==> config.mk <==
export PLATFORM = sky130hd
export DESIGN_NAME = pin_debounce
export DESIGN_NICKNAME = d
export VERILOG_FILES = /design/src/rtl/pin_debounce.sv
export SDC_FILE = /design/constraint.sdc
export NUM_CORES = 1
export LEC_CHECK = 0
export ABC_AREA = 1
export ABC_CLOCK_PERIOD_IN_PS = 2400
export BUFFER_PORTS_ARGS = -buffer_cell sky130_fd_sc_hd__buf_4
export CAP_MARGIN = 20
export CORE_ASPECT_RATIO = 1.75
export CORE_UTILIZATION = 30
export CTS_CLUSTER_SIZE = 30
export DETAILED_ROUTE_END_ITERATION = 12
export PLACE_DENSITY = 0.42
export SETUP_SLACK_MARGIN = 0.15
export SLEW_MARGIN = 20
export SYNTH_ARGS = -nofsm -noshare
export SYNTH_HDL_FRONTEND = slang
export SYNTH_SLANG_ARGS = --single-unit
==> constraint.sdc <==
create_clock -name CLK -period 2.4 [get_ports CLK]
set_input_delay 0.48 -clock CLK [delete_from_list [all_inputs] [get_ports CLK]]
set_output_delay 0.48 -clock CLK [all_outputs]
set_load 0.005 [all_outputs]
==> src/rtl/pin_debounce.sv <==
// rtl/pin_debounce.sv - pin synchroniser and debouncer with level, edge pulses, toggle and busy flag
module pin_debounce #(
    parameter int   SYNC_STAGES     = 2,
    parameter int   DEBOUNCE_CYCLES = 16000,
    parameter logic INIT_LEVEL      = 1'b1
) (
    input  logic CLK,
    input  logic RST,
    input  logic PIN_IN,
    output logic LEVEL,
    output logic RISE,
    output logic FALL,
    output logic TOGGLE,
    output logic BUSY
);

    localparam int               CNT_W   = $clog2(DEBOUNCE_CYCLES);
    localparam logic [CNT_W-1:0] CNT_MAX = CNT_W'(DEBOUNCE_CYCLES - 1);

    typedef enum logic {IDLE, QUAL} state_t;

    logic [SYNC_STAGES-1:0] sync_q;
    logic                   s;

    state_t            state, state_n;
    logic [CNT_W-1:0]  cnt, cnt_n;
    logic              level_q, level_n;
    logic              rise_q, rise_n;
    logic              fall_q, fall_n;
    logic              toggle_q, toggle_n;

    always_ff @(posedge CLK or posedge RST) begin
        if (RST) begin
            sync_q <= {SYNC_STAGES{INIT_LEVEL}};
        end else begin
            sync_q <= {sync_q[SYNC_STAGES-2:0], PIN_IN};
        end
    end

    assign s = sync_q[SYNC_STAGES-1];

    always_ff @(posedge CLK or posedge RST) begin
        if (RST) begin
            state    <= IDLE;
            cnt      <= '0;
            level_q  <= INIT_LEVEL;
            rise_q   <= 1'b0;
            fall_q   <= 1'b0;
            toggle_q <= 1'b0;
        end else begin
            state    <= state_n;
            cnt      <= cnt_n;
            level_q  <= level_n;
            rise_q   <= rise_n;
            fall_q   <= fall_n;
            toggle_q <= toggle_n;
        end
    end

    // Any sample matching the current level aborts qualification; no partial credit is kept.
    always_comb begin
        state_n  = state;
        cnt_n    = cnt;
        level_n  = level_q;
        rise_n   = 1'b0;
        fall_n   = 1'b0;
        toggle_n = toggle_q;
        case (state)
            IDLE: begin
                cnt_n = '0;
                if (s != level_q) begin
                    cnt_n   = CNT_W'(1);
                    state_n = QUAL;
                end
            end
            QUAL: begin
                if (s == level_q) begin
                    cnt_n   = '0;
                    state_n = IDLE;
                end else if (cnt == CNT_MAX) begin
                    level_n = s;
                    cnt_n   = '0;
                    state_n = IDLE;
                    rise_n  = s;
                    fall_n  = ~s;
                    if (s) begin
                        toggle_n = ~toggle_q;
                    end
                end else begin
                    cnt_n = cnt + CNT_W'(1);
                end
            end
            default: begin
                cnt_n   = '0;
                state_n = IDLE;
            end
        endcase
    end

    assign LEVEL  = level_q;
    assign RISE   = rise_q;
    assign FALL   = fall_q;
    assign TOGGLE = toggle_q;
    assign BUSY   = (state == QUAL);

endmodule
==> results of run 1 <==
==> registers in the layout, indices dropped and copies added (netlist names) <==
name	flops
LEVEL	1
sync_q	2
TOGGLE	1
BUSY	1
FALL	1
RISE	1
cnt	14
==> worst min-delay path by stage <==
| stage | startpoint | endpoint | slack [ps] | cells after the start |
|---|---|---|---|---|
| finish | PIN_IN | sync_q[0]$_DFF_PP1_ | 320 | 1 |
| global route | PIN_IN | sync_q[0]$_DFF_PP1_ | 310 | 1 |
| CTS | PIN_IN | sync_q[0]$_DFF_PP1_ | 310 | 1 |
| detailed placement | sync_q[0]$_DFF_PP1_ | sync_q[1]$_DFF_PP1_ | 350 | 0 |
| global placement | sync_q[0]$_DFF_PP1_ | sync_q[1]$_DFF_PP1_ | 350 | 0 |
| floorplan | sync_q[0]$_DFF_PP1_ | sync_q[1]$_DFF_PP1_ | 350 | 0 |
==> cell families (layout without fill, tap and decap cells) <==
family	Yosys count	count (layout)	share of synthesized area [%]
compound gates	9	9	4.11
flops	21	21	45.8
xor+xnor	4	4	3.03
fa+ha+maj	1	1	1.08
buf+inv	23	34	8.12
simple gates	78	78	37.9
==> power breakdown <==
group	internal, mW	total [mW]	switching (mW)
logic	0.0124	0.0389	0.0265
registers	0.360	0.364	0.00408
clock network	0.116	0.233	0.117
total	0.488	0.636	0.148
==> final cells by class <==
| class | count | area (um^2) |
|---|---|---|
| fillers | 389 | 2350 |
| multi-input cells | 92 | 533 |
| flip-flops and latches | 21 | 529 |
| inverters | 23 | 93.8 |
| well taps | 46 | 57.6 |
| repair buffers | 7 | 52.6 |
| clock buffers | 3 | 41.3 |
| clock inverters | 1 | 5.00 |
==> per-stage QoR <==
step,util [%],hold slack [ps],power [mW]
finish,35.8,322,0.636
global route,35.8,311,0.666
CTS,35.8,311,0.654
detailed placement,34.6,348,0.411
global placement,34.6,350,0.411
floorplan,-,345,0.400
==> per-layer routing <==
metal	up-vias	part of all wire, %	GRT usage (%)
li1	441	-	-
met1	417	36	13.6
met2	7	61	29.7
met3	4	1.7	2.37
met4	0	1.8	5.88
met5	-	0	0
==> worst max-delay path: stages, from the launching register on <==
cell     delay [ps]
dfrtp_1         360
ha_1            200
nand2_1         100
nor2_4          130
nand3_2         120
nor2_4          170
nor2_8           60
inv_6           110
nor2_2           40
==> layout by cell type, fill, tap and decap left out <==
cell type,n
nand3_2,1
nand3b_1,1
clkinv_1,1
inv_4,1
nor3_4,1
clkinv_2,1
inv_6,1
and2_1,1
a21oi_1,4
nand2_4,1
xnor2_1,2
o21ai_0,3
dfstp_2,3
nor2_8,2
nor2_4,4
ha_1,1
o21bai_1,1
inv_1,20
o21ai_1,1
buf_4,7
clkbuf_8,3
dfrtp_1,18
nand4_1,4
or2_4,1
nor3_1,2
nor2_1,13
nand2_1,30
xor2_1,2
nor2_2,9
nand3_1,8
==> metrics, run 1 <==
Final Hold Viols 0; clock slew at reported path FFs 80 ps; CP max FO 8; total number of vias about 870; Critical path origin cnt[1]$_DFF_PP0_; Yosys Warn Count 0; # clock sinks 21; Slew headroom 44.3%; CP endpoint kind flop; vias per cell around 4.5; number of global-route vias before repair 976; CTS root buf clkbuf_8; hold buffers post-CTS 0; Fmax 710 MHz; die area around 4000 um^2; GRT overflow 0; largest net degree at the start of global routing 22; PwrDens around 480 nW/um^2; Synth Register Bits 21; Synth top area share 39.0%; pre-CTS setup slack 996 ps; Resize count post-CTS 0; CP Class reg -> reg; syn_area_per_cell 8.50 um^2; Post-synth EDFFs 0; clock buffer depth 2; TritonCTS Buffers 3; post-synth top area cell dfrtp_1; worst slew pin tran 834 ps; RSZ-0062 raised after global routing false; Worst EP arrival 1560 ps; nets@finish 152; synth unique cells 27; Worst R2R Setup Slack roughly 1000 ps; H-tree depth 1; CTS tree yes; leakage power 0.555 nW; Synth area leaders dfrtp_1 39%, nand2_1 9.7%, dfstp_2 6.8%; Peak VDD IR 0.324 mV; R2R cell count 8; HPWL Detailed 2070 um; fin cells 193; max-slew violations 0; Worst-Skew Late Latency 260 ps; GRT Total Usage 14.6%; 1st-iter DRT viols 27; postcts setup bufs 0; most frequent cell after synthesis nand2_1; synthesis-to-layout area growth 13.5%; gpl congestion 0.906; RR Startpoint cnt[1]$_DFF_PP0_; final worst path period need 1410 ps; Rows 29; share of layout cells above drive strength 1 23.8%; global-route wire length before repair 4440 um; input/output buffers 7; Detail Route Antenna Nets 0; post-synthesis async set-or-reset flop share 100%; Worst Hold Class in -> reg; Ant. Diodes 0; fin crit share 58.7%; initial core utilization 31.5%; net count after synthesis 140; Synth Cell Area 1160 um^2; Main synth FF type dfrtp_1; Routed WL 2510 um; final non-filler cell area 1310 um^2; Final WS setup 992 ps; Core Box Area 3660 um^2; Critical Path End cnt[2]$_DFF_PP0_; I/O pin cnt 8; critical path launch point type flop; placed cell area 1270 um^2; routed len/inst 13.0 um; setup TNS 0 ps; Max Cap Viol 0; outcome completed; Seq/Total Area, Yosys between 40% and 50%; drt first pass iters 4; # DRC 0; Post-synth top cells 30 x nand2_1, 20 x inv_1, 18 x dfrtp_1; Layout Skew 1.76 ps; synthesized instance count 136; worst r2r dst cnt[2]$_DFF_PP0_; initial antenna violation count 0; placed insts 189; Worst EP required 2550 ps; Die W about 49 um; Setup Viol. Count Final 0; Die Y 84.1 um
(Power assumes the default switching activity.)
==> run 2: changes to the inputs <==
- ABC_AREA: 1 -> 0
- ABC_CLOCK_PERIOD_IN_PS: 2400 -> 1210
- PLACE_DENSITY: 0.42 -> 0.44
- clock period: 2.4 -> 1.21 ns (I/O delays scaled with it)
==> metrics, run 2 <==
Synth top area share 46.6% (+7.6 points); Peak VDD IR 0.725 mV (+120%); Max Cap Viol 0 (unchanged); filler instances 291 (-25%); share of layout cells above drive strength 1 51.9% (+28 points); slowest CP cell or3b_4; Die Y 77.1 um (-8.3%); GRT overflow 0 (unchanged); Core Box Area 2990 um^2 (-18%); number of global-route vias before repair 831 (-15%); most frequent cell after synthesis dfrtp_1; FF+latch area 529 um^2 (unchanged); CTS tree yes; Yosys Warn Count 0 (unchanged); Final WS setup -281 ps (-1270 ps); drt first pass iters 4 (unchanged); area of the multi-input gates 495 um^2 (-7.0%); Slew headroom 80.7% (+36 points); net count after synthesis 90 (-36%); critical path, cell by cell or3b_4, nor4_4, or2_4, clkbuf_16, nor2_1; commonest non-fill, non-tap cells in the layout 37 x buf_4, 18 x dfrtp_1, 12 x nor2_1, 11 x xnor2_1, 6 x nand2_1; CP max FO 6 (-2); Synth Register Bits 21 (unchanged); Layout Skew 0.444 ps (-1.31 ps); fin crit share 123% (+65 points); Die W 44.9 um (-8.2%); routed len/inst 12.5 um (-4.2%); synth unique cells 24 (-11%); Worst EP arrival 1650 ps (+90 ps); initial core utilization 32.3% (+0.77 points); outcome complete, but fails checks; CP delay by family, top simple AND/OR/NAND/NOR gates; met2 wire length 1240 um (-19%); pre-CTS setup slack -372 ps (-1370 ps); input/output buffers 7 (unchanged); post-synthesis async set-or-reset flop share 100% (unchanged); post-synth top area cell dfrtp_1; final worst path period need 1490 ps (+83.2 ps); die area 3460 um^2 (-16%); Main synth FF type dfrtp_1; met1 wire length 816 um (-9.1%); Synth Cell Area 967 um^2 (-16%); Worst path max stage delay 430 ps (+70 ps); clock slew at reported path FFs 70 ps (about the same); Seq/Total Area, Yosys 54.7% (+8.9 points); Synth area leaders dfrtp_1 47%, xnor2_1 10%, dfstp_2 8.2%; H-tree depth 1 (unchanged); Setup Viol. Count Final 19 (+19); Routed WL 2180 um (-13%); commonest non-fill, non-tap cell in the layout buf_4; synthesis-to-layout area growth 56.5%; failing checks negative setup slack; largest net degree at the start of global routing 22 (unchanged); syn_area_per_cell 11.2 um^2 (+32%); worst slew pin tran 286 ps (-548 ps); Worst EP required 1360 ps (-1190 ps); Post-synth EDFFs 0 (unchanged); synthesized instance count 86 (-37%); Worst Hold Class in -> async; initial antenna violation count 0 (unchanged); Util after Layout 50.6% (+15 points); Post-synth top cells 18 x dfrtp_1, 16 x nor2_1, 11 x xnor2_1; DR WL met3 47 um (+12%); CTS root buf clkbuf_8; Ant. Diodes 0 (unchanged); Biggest register cnt; Fmax 671 MHz (-5.6%); max-slew violations 0 (unchanged); max reg flops 14 (unchanged); TritonCTS Buffers 3 (unchanged); # DRC 0 (unchanged); GRT Total Usage 14.5% (-0.065 points); PwrDens 855 nW/um^2 (+77%); total number of vias 798 (-8.2%); Final Hold Viols 0 (unchanged); nets@finish 138 (-9.2%); Worst-Skew Late Latency 260 ps (about the same); Detail Route Antenna Nets 0 (unchanged); 1st-iter DRT viols 15 (-44%); I/O pin cnt 8 (unchanged); critical path launch point type flop; Rows 26 (-10%); vias per cell 4.56 (+1.3%); DR top layer met4; WP buf/inv 1 (unchanged); gpl congestion 0.824 (-9.0%); CP endpoint kind flop; CP Class reg -> reg; clock buffer depth 2 (unchanged); RSZ-0062 raised after global routing true; leakage power 0.703 nW (+27%); global-route wire length before repair 3550 um (-20%); Largest regs cnt: 14 flops, sync_q: 2 flops; HPWL Detailed 1490 um (-28%); hold buffers post-CTS 0 (unchanged); # clock sinks 21 (unchanged)
[run 2: path summary, 6_finish.rpt]
check | slack, ps | from | cells past startpoint | to
worst max-delay path | -280 | cnt[7]$_DFF_PP0_ | 5 | cnt[10]$_DFF_PP0_
worst min-delay path | 8 | RST | 3 | cnt[6]$_DFF_PP0_
worst max register to register | -280 | cnt[7]$_DFF_PP0_ | 5 | cnt[10]$_DFF_PP0_
worst min register to register | 360 | sync_q[0]$_DFF_PP1_ | 0 | sync_q[1]$_DFF_PP1_
max in group asynchronous | 940 | RST | 3 | LEVEL$_DFFE_PP1P_
min in group CLK | 80 | PIN_IN | 1 | sync_q[0]$_DFF_PP1_
[run 2: logic make-up after synthesis]
family,Yosys count,share of synthesized area [%]
AND/OR/NAND/NOR,42,25.4
flip-flops,21,54.7
XOR/XNOR,15,14.4
buffers and inverters,4,1.94
AO/OA/AOI/OAI,2,1.16
multiplexers,1,1.16
adder cells (fa/ha/maj),1,1.29
[run 2: layout make-up]
type                       count  share of cell area (%)
multi-input combinational     61                    32.7
sequential                    21                    35.0
clock inverter                 1                   0.331
timing repair buffer          44                    25.0
inverter                       3                   0.744
tap                           42                    3.47
clock buffer                   3                    2.73
[run 2: per-layer routing]
metal | vias to the layer above | track usage [%]
li1 | 385 | -
met1 | 392 | 14.6
met2 | 15 | 24.3
met3 | 6 | 2.82
met4 | 0 | 11.2
met5 | - | 0
[run 2: report_power, final]
part	leakage (nW)	internal, mW	total [mW]	switching [mW]
Clock	0.0255	0.230	0.458	0.229
Combinational	0.399	0.0629	0.113	0.0502
Sequential	0.279	0.714	0.723	0.00881
[run 2: what timing repair did]
action                                  in CTS  in global routing
pin swaps                                    4                  2
gates resized for setup                      8                  8
cloned                                       0                  1
buffers inserted                             7                  2
endpoints found under the setup margin      22                 21
[run 2: tightest hold or removal path, delay by kind of cell]
| family | cells | cell delay (ps) |
|---|---|---|
| buffers and inverters | 3 | 420 |
[run 2: metrics by stage]
step / power (mW) / hold WS, ps / instance area [um^2] / TNS [ps] / std cells
finish: 1.29 / 8.00 / 1510 / -4100 / 175
global route: 1.36 / 41.5 / 1510 / -5440 / 175
CTS: 1.31 / 14.7 / 1450 / -4220 / 172
detailed placement: 0.823 / 300 / 1310 / -4230 / 161
global placement: 0.821 / 296 / 1310 / -3720 / 161
floorplan: 0.776 / 216 / 997 / -3000 / 86
==> run 3: changes to the inputs <==
==> constraint.sdc (replaced) <==
create_clock -name CLK -period 1.21 [get_ports CLK]
set_input_delay 0.121 -clock CLK [delete_from_list [all_inputs] [get_ports CLK]]
set_output_delay 0.121 -clock CLK [all_outputs]
set_load 0.005 [all_outputs]
==> metrics, run 3 (same netlist as run 2, synthesis figures left out) <==
outcome complete, but fails checks; failing checks negative setup slack; Hold Path Depth 0; Die Y 77.1 um (unchanged); TritonCTS Buffers 3 (unchanged); Detail Route Antenna Nets 0 (unchanged); initial core utilization 32.3% (unchanged); Worst-Skew Late Latency 260 ps (about the same); Max Cap Viol 0 (unchanged); sw frac 22.0% (-0.20 points); drt first pass iters 4 (unchanged); die area 3460 um^2 (unchanged); H-tree depth 1 (unchanged); # clock sinks 21 (unchanged); area of the multi-input gates 490 um^2 (-1.0%); GRT Total Usage 14.2% (-0.33 points); GRT overflow 0 (unchanged); commonest non-fill, non-tap cells in the layout 34 x buf_4, 18 x dfrtp_1, 14 x nor2_1, 11 x xnor2_1, 6 x nand2_1; CP Class reg -> reg; clock buffer depth 2 (unchanged); max-slew violations 0 (unchanged); clock slew at reported path FFs 70 ps (about the same); Pwr Total 1.29 mW (-0.26%); R2R cell count 5 (unchanged); Worst EP arrival 1650 ps (about the same); filler instances 298 (+2.4%); Final WS setup -289 ps (-7.40 ps); fin cells 172 (-1.7%); # DRC 0 (unchanged); Die W 44.9 um (unchanged); RSZ-0062 raised after global routing true; slowest CP cell or3b_4; clock share of power 35.4% (about the same); fin crit share 124% (+0.61 points); I/O pin cnt 8 (unchanged); Largest regs cnt: 14 flops, sync_q: 2 flops; leakage power 0.685 nW (-2.7%); gpl congestion 0.824 (unchanged); vias per cell 4.56 (about the same); total number of vias 784 (-1.8%); HPWL Detailed 1490 um (unchanged); placed insts 161 (unchanged); Rows 26 (unchanged); 1st-iter DRT viols 19 (+4); Final Hold Viols 0 (unchanged); Slew headroom 80.7% (unchanged); WP buf/inv 1 (unchanged); Worst EP required 1360 ps (about the same); Hold Crit Start sync_q[0]$_DFF_PP1_; largest net degree at the start of global routing 22 (unchanged); FF+latch area 529 um^2 (unchanged); critical path, cell by cell or3b_4, nor4_4, or2_4, clkbuf_16, nor2_1; Power Internal 1.01 mW (unchanged); pre-CTS setup slack -372 ps (unchanged); Worst Hold Class reg -> reg; Routed WL 2100 um (-3.8%); Worst path max stage delay 430 ps (about the same); global-route wire length before repair 3460 um (-2.3%); final worst path period need 1500 ps (+7.40 ps); CP max FO 6 (unchanged); stages on the worst setup path 5 (unchanged); Setup Viol. Count Final 18 (-1); combinational fraction of design power 8.6% (about the same); number of global-route vias before repair 810 (-2.5%); initial antenna violation count 0 (unchanged); critical path launch point type flop; Util after Layout 49.6% (-1.0 points); Critical path origin cnt[7]$_DFF_PP0_; sw power 0.284 mW (-1.2%); Core Box Area 2990 um^2 (unchanged); CTS root buf clkbuf_8; input/output buffers 7 (unchanged); Layout Skew 1.02 ps (+0.576 ps); commonest non-fill, non-tap cell in the layout buf_4; synthesis-to-layout area growth 53.4%; worst slew pin tran 286 ps (+0.000238 ps); Fmax 667 MHz (-0.49%); routed len/inst 12.2 um (-2.1%); RR Startpoint cnt[7]$_DFF_PP0_; Peak VDD IR 0.706 mV (-2.7%); PwrDens 870 nW/um^2 (+1.8%); Biggest register cnt; share of layout cells above drive strength 1 47.7% (-4.2 points); CP endpoint kind flop; CTS tree yes; max reg flops 14 (unchanged); nets@finish 135 (-2.2%); CP delay by family, top simple AND/OR/NAND/NOR gates; sequential fraction of design power 56.0% (about the same); Ant. Diodes 0 (unchanged)
[run 3: cell count changes in the layout (fill, tap and decap cells not counted), sizes merged]
cell | before | now
buf | 43 | 38
dlygate4sd3 | 0 | 2
[run 3: metrics by stage]
stage                     hold WS, ps  TNS [ps]  cell area (um^2)
after global routing              366     -5450              1480
final                             358     -4060              1480
after floorplan                  95.3     -3000               997
after detailed placement          179     -4230              1310
after global placement            175     -3720              1310
after CTS                         361     -4130              1440
[run 3: worst register-to-register path: stages, from the launching register on]
cell	delay [ps]
dfrtp_1	390
or3b_4	430
nor4_4	190
or2_4	200
clkbuf_16	150
nor2_1	40
[run 3: final timing paths]
path	slack [ps]	end
max	-290	cnt[12]$_DFF_PP0_
min	360	sync_q[1]$_DFF_PP1_
max reg2reg	-290	cnt[12]$_DFF_PP0_
min reg2reg	360	sync_q[1]$_DFF_PP1_
max in group asynchronous	490	LEVEL$_DFFE_PP1P_
min in group asynchronous	450	cnt[6]$_DFF_PP0_
[run 3: layout make-up]
type | instances | area share [%]
Timing Repair Buffer | 41 | 23.9
Multi-Input combinational cell | 61 | 33.1
Inverter | 3 | 0.759
Sequential cell | 21 | 35.7
Clock inverter | 1 | 0.337
Tap cell | 42 | 3.54
Clock buffer | 3 | 2.78
[run 3: timing repair]
item                       4_1_cts  5_1_grt
hold buffers                     2        0
hold endpoints to repair        19        0
pin swaps                        4        2
cloned                           0        1
gates resized for setup          7        5
buffers inserted                 4        0
setup endpoints to repair       21       21
[run 3: per-layer routing]
layer  global-route usage, %  up-vias  share of wire [%]
li1                        -      378                  -
met1                    14.4      388                 38
met2                    23.5       12                 56
met3                    2.82        6                1.9
met4                    11.2        0                3.5
met5                       0        -                  0
[run 3: power groups by stage]
stage | Clock, mW | Combinational [mW] | Sequential [mW]
2_1_floorplan | 0 | 0.0368 | 0.739
3_3_place_gp | 0 | 0.0850 | 0.736
3_5_place_dp | 0 | 0.0863 | 0.736
4_1_cts | 0.480 | 0.102 | 0.724
5_1_grt | 0.511 | 0.124 | 0.725
6_report | 0.457 | 0.111 | 0.723
